**src/rtl/store_buffer_unit.sv**
```systemverilog
// -----------------------------------------------------------------------------
// store_buffer_unit
//
// Buffered store path from the LSU to a Wishbone classic data bus. Store
// requests are encoded on acceptance (lane shift + byte selects) and queued
// in a DEPTH-entry FIFO. A drain FSM (IDLE/BEAT0/BEAT1) pops the head and
// issues one or two Wishbone write beats per entry.
//
// Optional feature macro: STORE_BUFFER_UNIT_SPLIT_EN
//   defined   : word-crossing stores become a two-beat (split) entry
//   undefined : word-crossing stores are dropped and pulse
//               misaligned_exception; the BEAT1 path is compiled out
//
// Handshake: a request transfers on a rising edge where req_valid && req_ready
// are both high; req_ready is simply "FIFO not full" from registered state,
// so it never depends on req_valid and a same-cycle pop does not raise it.
//
// Ports
//   clk, rst_n            clock, asynchronous active-low reset
//   req_valid/req_ready   store request handshake
//   req_type              0=B 1=H 2=W 3=D (D reserved when DATA_W=32)
//   req_addr, req_data    byte address, right-justified store data
//   wb_cyc/stb/we         Wishbone controls (identical)
//   wb_adr/dat_o/sel      aligned address, lane-shifted data, byte selects
//   wb_ack, wb_err        cycle termination (err wins)
//   misaligned_exception  one-cycle pulse after a dropped crossing store
//   bus_error             one-cycle pulse after an err termination
//   idle                  FIFO empty and FSM in IDLE
//   dbg_state             drain FSM state (0=IDLE 1=BEAT0 2=BEAT1)
// -----------------------------------------------------------------------------
module store_buffer_unit #(
  parameter int DATA_W = 32,
  parameter int DEPTH  = 4
) (
  input  logic                clk,
  input  logic                rst_n,
  input  logic                req_valid,
  output logic                req_ready,
  input  logic [1:0]          req_type,
  input  logic [31:0]         req_addr,
  input  logic [DATA_W-1:0]   req_data,
  output logic                wb_cyc,
  output logic                wb_stb,
  output logic                wb_we,
  output logic [31:0]         wb_adr,
  output logic [DATA_W-1:0]   wb_dat_o,
  output logic [DATA_W/8-1:0] wb_sel,
  input  logic                wb_ack,
  input  logic                wb_err,
  output logic                misaligned_exception,
  output logic                bus_error,
  output logic                idle,
  output logic [1:0]          dbg_state
);

  localparam int NB = DATA_W / 8;
  localparam int OW = $clog2(NB);
  localparam int AW = $clog2(DEPTH);
  localparam logic [AW:0]  FULL_CNT = (AW+1)'(DEPTH);
  localparam logic [31:0]  NB32     = 32'(NB);

  typedef enum logic [1:0] {
    S_IDLE  = 2'd0,
    S_BEAT0 = 2'd1,
    S_BEAT1 = 2'd2
  } state_e;

`ifdef STORE_BUFFER_UNIT_SPLIT_EN
  typedef struct packed {
    logic [31:0]       addr;
    logic [NB-1:0]     sel0;
    logic [DATA_W-1:0] dat0;
    logic [NB-1:0]     sel1;
    logic [DATA_W-1:0] dat1;
    logic              split;
  } entry_t;
`else
  typedef struct packed {
    logic [31:0]       addr;
    logic [NB-1:0]     sel0;
    logic [DATA_W-1:0] dat0;
  } entry_t;
`endif

  // ---------------------------------------------------------------------------
  // Request encoding
  // ---------------------------------------------------------------------------
  logic [OW-1:0]     off;
  logic [3:0]        nbytes;
  logic [4:0]        end_lane;
  logic              reserved;
  logic              crossing;
  logic              accept;
  logic              push;
  logic              mis_d;
  logic [NB-1:0]     lane_mask;
  logic [DATA_W-1:0] data_masked;
  entry_t            wr_entry;

  always_comb begin
    off       = req_addr[OW-1:0];
    nbytes    = 4'd1 << req_type;
    end_lane  = 5'(off) + 5'(nbytes);
    reserved  = (DATA_W == 32) && (req_type == 2'd3);
    crossing  = end_lane > 5'(NB);
    accept    = req_valid && req_ready;
    lane_mask   = '0;
    data_masked = '0;
    // Keep only the bytes that belong to this store size.
    for (int i = 0; i < NB; i++) begin
      lane_mask[i]          = (i < int'(nbytes));
      data_masked[8*i +: 8] = lane_mask[i] ? req_data[8*i +: 8] : 8'h00;
    end
  end

`ifdef STORE_BUFFER_UNIT_SPLIT_EN
  // Shift into a double-width window: the low half is beat0, the high half
  // is whatever spilled over into the next bus word (beat1).
  logic [2*DATA_W-1:0] wide_dat;
  logic [2*NB-1:0]     wide_sel;

  assign wide_dat = {{DATA_W{1'b0}}, data_masked} << {off, 3'b000};
  assign wide_sel = {{NB{1'b0}}, lane_mask} << off;
  assign push     = accept && !reserved;
  assign mis_d    = 1'b0;

  always_comb begin
    wr_entry.addr  = {req_addr[31:OW], {OW{1'b0}}};
    wr_entry.sel0  = wide_sel[NB-1:0];
    wr_entry.dat0  = wide_dat[DATA_W-1:0];
    wr_entry.sel1  = wide_sel[2*NB-1:NB];
    wr_entry.dat1  = wide_dat[2*DATA_W-1:DATA_W];
    wr_entry.split = crossing;
  end
`else
  assign push  = accept && !reserved && !crossing;
  assign mis_d = accept && !reserved && crossing;

  always_comb begin
    wr_entry.addr = {req_addr[31:OW], {OW{1'b0}}};
    wr_entry.sel0 = lane_mask << off;
    wr_entry.dat0 = data_masked << {off, 3'b000};
  end
`endif

  // ---------------------------------------------------------------------------
  // FIFO
  // ---------------------------------------------------------------------------
  entry_t        mem_q [DEPTH];
  entry_t        head;
  logic [AW-1:0] wr_ptr_q, rd_ptr_q;
  logic [AW:0]   count_q;
  logic          pop;

  assign head      = mem_q[rd_ptr_q];
  assign req_ready = (count_q != FULL_CNT);

  always_ff @(posedge clk) begin
    if (push) mem_q[wr_ptr_q] <= wr_entry;
  end

  always_ff @(posedge clk or negedge rst_n) begin
    if (!rst_n) begin
      wr_ptr_q <= '0;
      rd_ptr_q <= '0;
      count_q  <= '0;
    end else begin
      if (push) wr_ptr_q <= wr_ptr_q + 1'b1;
      if (pop)  rd_ptr_q <= rd_ptr_q + 1'b1;
      case ({push, pop})
        2'b10:   count_q <= count_q + 1'b1;
        2'b01:   count_q <= count_q - 1'b1;
        default: count_q <= count_q;
      endcase
    end
  end

  // ---------------------------------------------------------------------------
  // Drain FSM
  // ---------------------------------------------------------------------------
  state_e            state_q, state_d;
  logic [31:0]       adr_q, adr_d;
  logic [DATA_W-1:0] dat_q, dat_d;
  logic [NB-1:0]     sel_q, sel_d;
  logic              berr_d;
  logic              mis_q, berr_q;

  always_comb begin
    state_d = state_q;
    adr_d   = adr_q;
    dat_d   = dat_q;
    sel_d   = sel_q;
    pop     = 1'b0;
    berr_d  = 1'b0;
    case (state_q)
      S_IDLE: begin
        if (count_q != '0) begin
          state_d = S_BEAT0;
          adr_d   = head.addr;
          dat_d   = head.dat0;
          sel_d   = head.sel0;
        end
      end
      S_BEAT0: begin
        if (wb_err) begin
          // Error ends the whole entry, including any pending second beat.
          berr_d  = 1'b1;
          pop     = 1'b1;
          state_d = S_IDLE;
        end
`ifdef STORE_BUFFER_UNIT_SPLIT_EN
        else if (wb_ack && head.split) begin
          state_d = S_BEAT1;
          adr_d   = adr_q + NB32;
          dat_d   = head.dat1;
          sel_d   = head.sel1;
        end
`endif
        else if (wb_ack) begin
          pop     = 1'b1;
          state_d = S_IDLE;
        end
      end
      S_BEAT1: begin
`ifdef STORE_BUFFER_UNIT_SPLIT_EN
        if (wb_err || wb_ack) begin
          berr_d  = wb_err;
          pop     = 1'b1;
          state_d = S_IDLE;
        end
`else
        state_d = S_IDLE;
`endif
      end
      default: state_d = S_IDLE;
    endcase
    // Bus outputs read as zero whenever no cycle is in progress.
    if (state_d == S_IDLE) begin
      adr_d = '0;
      dat_d = '0;
      sel_d = '0;
    end
  end

  always_ff @(posedge clk or negedge rst_n) begin
    if (!rst_n) begin
      state_q <= S_IDLE;
      adr_q   <= '0;
      dat_q   <= '0;
      sel_q   <= '0;
      mis_q   <= 1'b0;
      berr_q  <= 1'b0;
    end else begin
      state_q <= state_d;
      adr_q   <= adr_d;
      dat_q   <= dat_d;
      sel_q   <= sel_d;
      mis_q   <= mis_d;
      berr_q  <= berr_d;
    end
  end

  assign wb_cyc               = (state_q != S_IDLE);
  assign wb_stb               = wb_cyc;
  assign wb_we                = wb_cyc;
  assign wb_adr               = adr_q;
  assign wb_dat_o             = dat_q;
  assign wb_sel               = sel_q;
  assign misaligned_exception = mis_q;
  assign bus_error            = berr_q;
  assign idle                 = (count_q == '0) && (state_q == S_IDLE);
  assign dbg_state            = state_q;

endmodule

```
**config.mk**
```make
export PLATFORM = sky130hd
export DESIGN_NAME = store_buffer_unit
export DESIGN_NICKNAME = d
export VERILOG_FILES = /design/src/rtl/store_buffer_unit.sv
export SDC_FILE = /design/constraint.sdc
export NUM_CORES = 1
export LEC_CHECK = 0
export BUFFER_PORTS_ARGS = -buffer_cell sky130_fd_sc_hd__buf_2
export CAP_MARGIN = 10
export CORE_ASPECT_RATIO = 0.7
export CORE_MARGIN = 2
export CORE_UTILIZATION = 38
export CTS_CLUSTER_DIAMETER = 150
export CTS_CLUSTER_SIZE = 8
export DETAILED_ROUTE_END_ITERATION = 8
export PLACE_DENSITY = 0.61
export SLEW_MARGIN = 20
export SYNTH_ARGS = -nofsm -noshare
export SYNTH_HDL_FRONTEND = slang
export SYNTH_SLANG_ARGS = --single-unit
export TNS_END_PERCENT = 5
```
**constraint.sdc**
```tcl
create_clock -name clk -period 10.1 [get_ports clk]
set_input_delay 0.505 -clock clk [delete_from_list [all_inputs] [get_ports clk]]
set_output_delay 0.505 -clock clk [all_outputs]
set_load 0.02 [all_outputs]
```
==> run_results.csv <==
group,metric,value,unit
run_status,status,"finished clean",
critical_path,cpPeakStageDelay,0.79,ns
clocking,cts_tree,"done",
clocking,clk_path_buf_depth,3,
power_and_ir_drop,pwr-share-clk,34.8,%
grt,grt_pass1_vias,6983,
power_and_ir_drop,comb_power_share,22.2,%
sta,fin_crit_sh,33.4,%
clocking,cts_made_buffers,48,
critical_path,slowest_stage,"buf_4",
yosys,synthCells,675,
floorplan,io_pins,148,
sta,period_needed,3.37,ns
drt,dr_wl_met2,12400,um
critical_path,r2r_start,"count_q[2]",
critical_path,worstPathMaxFanout,63,
yosys,seq_area_frac_synth,74.5,%
critical_path,crit_arrival,3.54,ns
floorplan,initial_core_util,38.4,%
yosys,synth.top_cell.area_share,60.0,%
yosys,synth-async-reset-ratio,22.6,%
grt,antenna_found_initial,0,
sta,maxSlewViolCount,0,
hold_path,hp-start,"req_addr[13]",
place,place_ws,6.16,ns
place,dp_cells,1260,
clocking,cts.sinks,341,
power_and_ir_drop,share_seq_of_total_power,43.0,%
drt,drt_iter0_drc,689,
clocking,clk_pin_slew,0.05,ns
power_and_ir_drop,power,0.00428,W
yosys,yosys_warnings,0,
grt,grt_max_degree,68,
drt,route.final.wire_length,29800,um
grt,grtUsageTotal,16.8,%
drt,drc_errors,0,
drt,detail_route.vias_per_cell,5.18,
yosys,netlist_area,13200,um2
drt,wl_per_cell,22.0,um
sta,max_freq,296,MHz
critical_path,startpoint,"req_type[1]",
power_and_ir_drop,p_sw_share,28.9,%
yosys,synth.area.top_cells,"edfxtp_1 60%, dfrtp_1 15%, mux4_2 11%",
finish,fin_nets,920,
sta,finalSetupTns,0,ns
yosys,post-synth-top-area-cell,"edfxtp_1",
power_and_ir_drop,p_per_area,270,nW/um2
critical_path,cp-start-kind,"primary input",
drt,drt-met1-wl,14700,um
floorplan,num_rows,57,
drt,final_antenna_net_count,0,
sta,rsz0062_at_grt,"false",
drt,wl_met3,2130,um
place,portBuffers,145,
finish,finalInstanceArea,15800,um2
critical_path,cp.required,10.27,ns
grt,grt_first_pass_wirelength,45100,um
yosys,avgSynthCellArea,19.6,um2
yosys,ys_ff_latch,341,
floorplan,die_area,36300,um2
flow_run,cap_violations,0,
sta,worst_slew_pin_slew,1.01,ns
power_and_ir_drop,p_int,0.00305,W
sta,layout_setup_ws,6.73,ns
floorplan,core,34400,um2
grt,grt_overflow,0,
finish,stdcell_count,1350,
yosys,synth_edf_count,264,
finish,drive_gt1_share,32.9,%
sta,fin_skew,0.0153,ns
hold_path,hp-class,"in2reg",
clocking,cts-root-buf,"clkbuf_16",
power_and_ir_drop,power_switching,0.00124,W
drt,highest_layer,"met4",
sta,finalHoldViolations,0,
yosys,synth_flop_cell,"edfxtp_1",
yosys,ys_types,41,
critical_path,crit_chain,"buf_2, or2_2, inv_1, ha_1, inv_1, fa_1, xnor2_1, a22o_1, nor3_2, buf_4",
critical_path,cp_common_cell,"inv_1",
yosys,synth_commonest_cells,"264 x edfxtp_1, 77 x dfrtp_1, 67 x a22o_1",
drt,drtPass1Iterations,5,
floorplan,die_h,160,um
power_and_ir_drop,ir_drop,0.108,mV
place,dp_hpwl,17800,um
place,place_area,14400,um2
power_and_ir_drop,power.static_leakage,5.93,nW
critical_path,cp-end-kind,"flop",
yosys,yosysMostFrequentCell,"edfxtp_1",
finish,areaGrowthSynthToFinish,19.8,%
drt,via_count,6993,
floorplan,die_x,227,um
finish,antennaDiodeCount,0,
place,gp_congestion,0.834,
clocking,htreeDepth,2,
clocking,clk_latency,0.57,ns
sta,relSlewSlack,32.4,%
sta,finalSetupViolCount,0,
critical_path,worstSetupPathType,"in2reg",
[flip-flops by register name (all words and copies together) (netlist names), 2 cells and up]
signal	cells
mem_q	264
wb_dat_o	32
wb_adr	30
wb_sel	4
count_q	3
dbg_state	2
rd_ptr_q	2
wr_ptr_q	2
[layout by cell type (no fill, tap or decap), types with 2 or more instances in the layout]
master     instances
fa_1               2
inv_16             2
ha_1               7
nor2b_1            4
buf_2            144
conb_1             3
nand2_1           18
nor2_1             5
nor3b_1            2
a32oi_1            9
dfrtp_1           75
nor3_2             4
xnor2_1            2
clkbuf_16         49
buf_4             12
or2_2              4
inv_1             14
o21ai_1            5
and2_1            17
nand2b_1           3
clkbuf_1          36
xor2_1             4
mux2i_1            9
nand3_1            4
edfxtp_1         264
o21ai_0           22
a22o_1            67
o2bb2ai_1          8
mux4_2            66
[layer usage]
metal,global-route usage [%],vias up
met5,0,-
met4,4.55,0
met3,3.75,48
met2,22.6,263
met1,27.1,3608
li1,-,3074
[stage by stage]
stage               utilization, %  hold slack [ns]
finish                        46.0            0.164
global route                  46.0            0.144
CTS                           45.9            0.139
detailed placement            41.8            0.474
global placement              41.8            0.473
floorplan                        -            0.209
[area by class of cell]
cell class | instances | area (um2)
Fill cell | 2947 | 18600
Timing Repair Buffer | 158 | 841
Clock inverter | 3 | 45.0
Clock buffer | 85 | 1360
Multi-Input combinational cell | 277 | 3090
Sequential cell | 341 | 9860
Tap cell | 472 | 591
Inverter | 14 | 52.6
[power by group through the flow]
stage	clock network [W]	logic, W	registers [W]
5_1_grt	0.00159	0.00103	0.00187
6_report	0.00149	0.000952	0.00184
3_5_place_dp	0	0.000958	0.00187
3_3_place_gp	0	0.000957	0.00187
4_1_cts	0.00153	0.000962	0.00185
2_1_floorplan	0	0.000622	0.00192
[worst max-delay path, delay by kind of cell]
family,cells,cell delay (ns)
buffers and inverters,4,1.14
AO/OA/AOI/OAI,1,0.34
adder cells (fa/ha/maj),2,0.53
XOR/XNOR,1,0.16
AND/OR/NAND/NOR,2,0.76
[repair_timing]
item / 4_1_cts / 5_1_grt
hold buffers: 1 / 0
gates resized for setup: 0 / 0
buffers inserted: 0 / 0
endpoints found under the hold margin: 27 / 0
[final timing paths]
path / slack (ns) / endpoint / cells after the start
worst max-delay path: 6.73 / mem_q[2][41] / 10
worst min-delay path: 0.16 / mem_q[3][47] / 1
worst max register to register: 7.51 / mem_q[2][41] / 5
worst min register to register: 0.48 / count_q[2] / 1
max in group asynchronous: 8.53 / rd_ptr_q[0] / 3
min in group asynchronous: 0.44 / wb_adr[5] / 2
[kinds of logic after synthesis]
kind of cell             Yosys count  synth area share (%)
AO/OA/AOI/OAI                    118                  7.00
XOR/XNOR                           6                 0.397
adder cells (fa/ha/maj)            9                 0.965
buffers and inverters             59                  2.40
flip-flops                       341                  74.5
multiplexers                      75                  11.9
other                              1                0.0284
AND/OR/NAND/NOR                   66                  2.73
No activity file was read; power rests on OpenSTA's default activity.
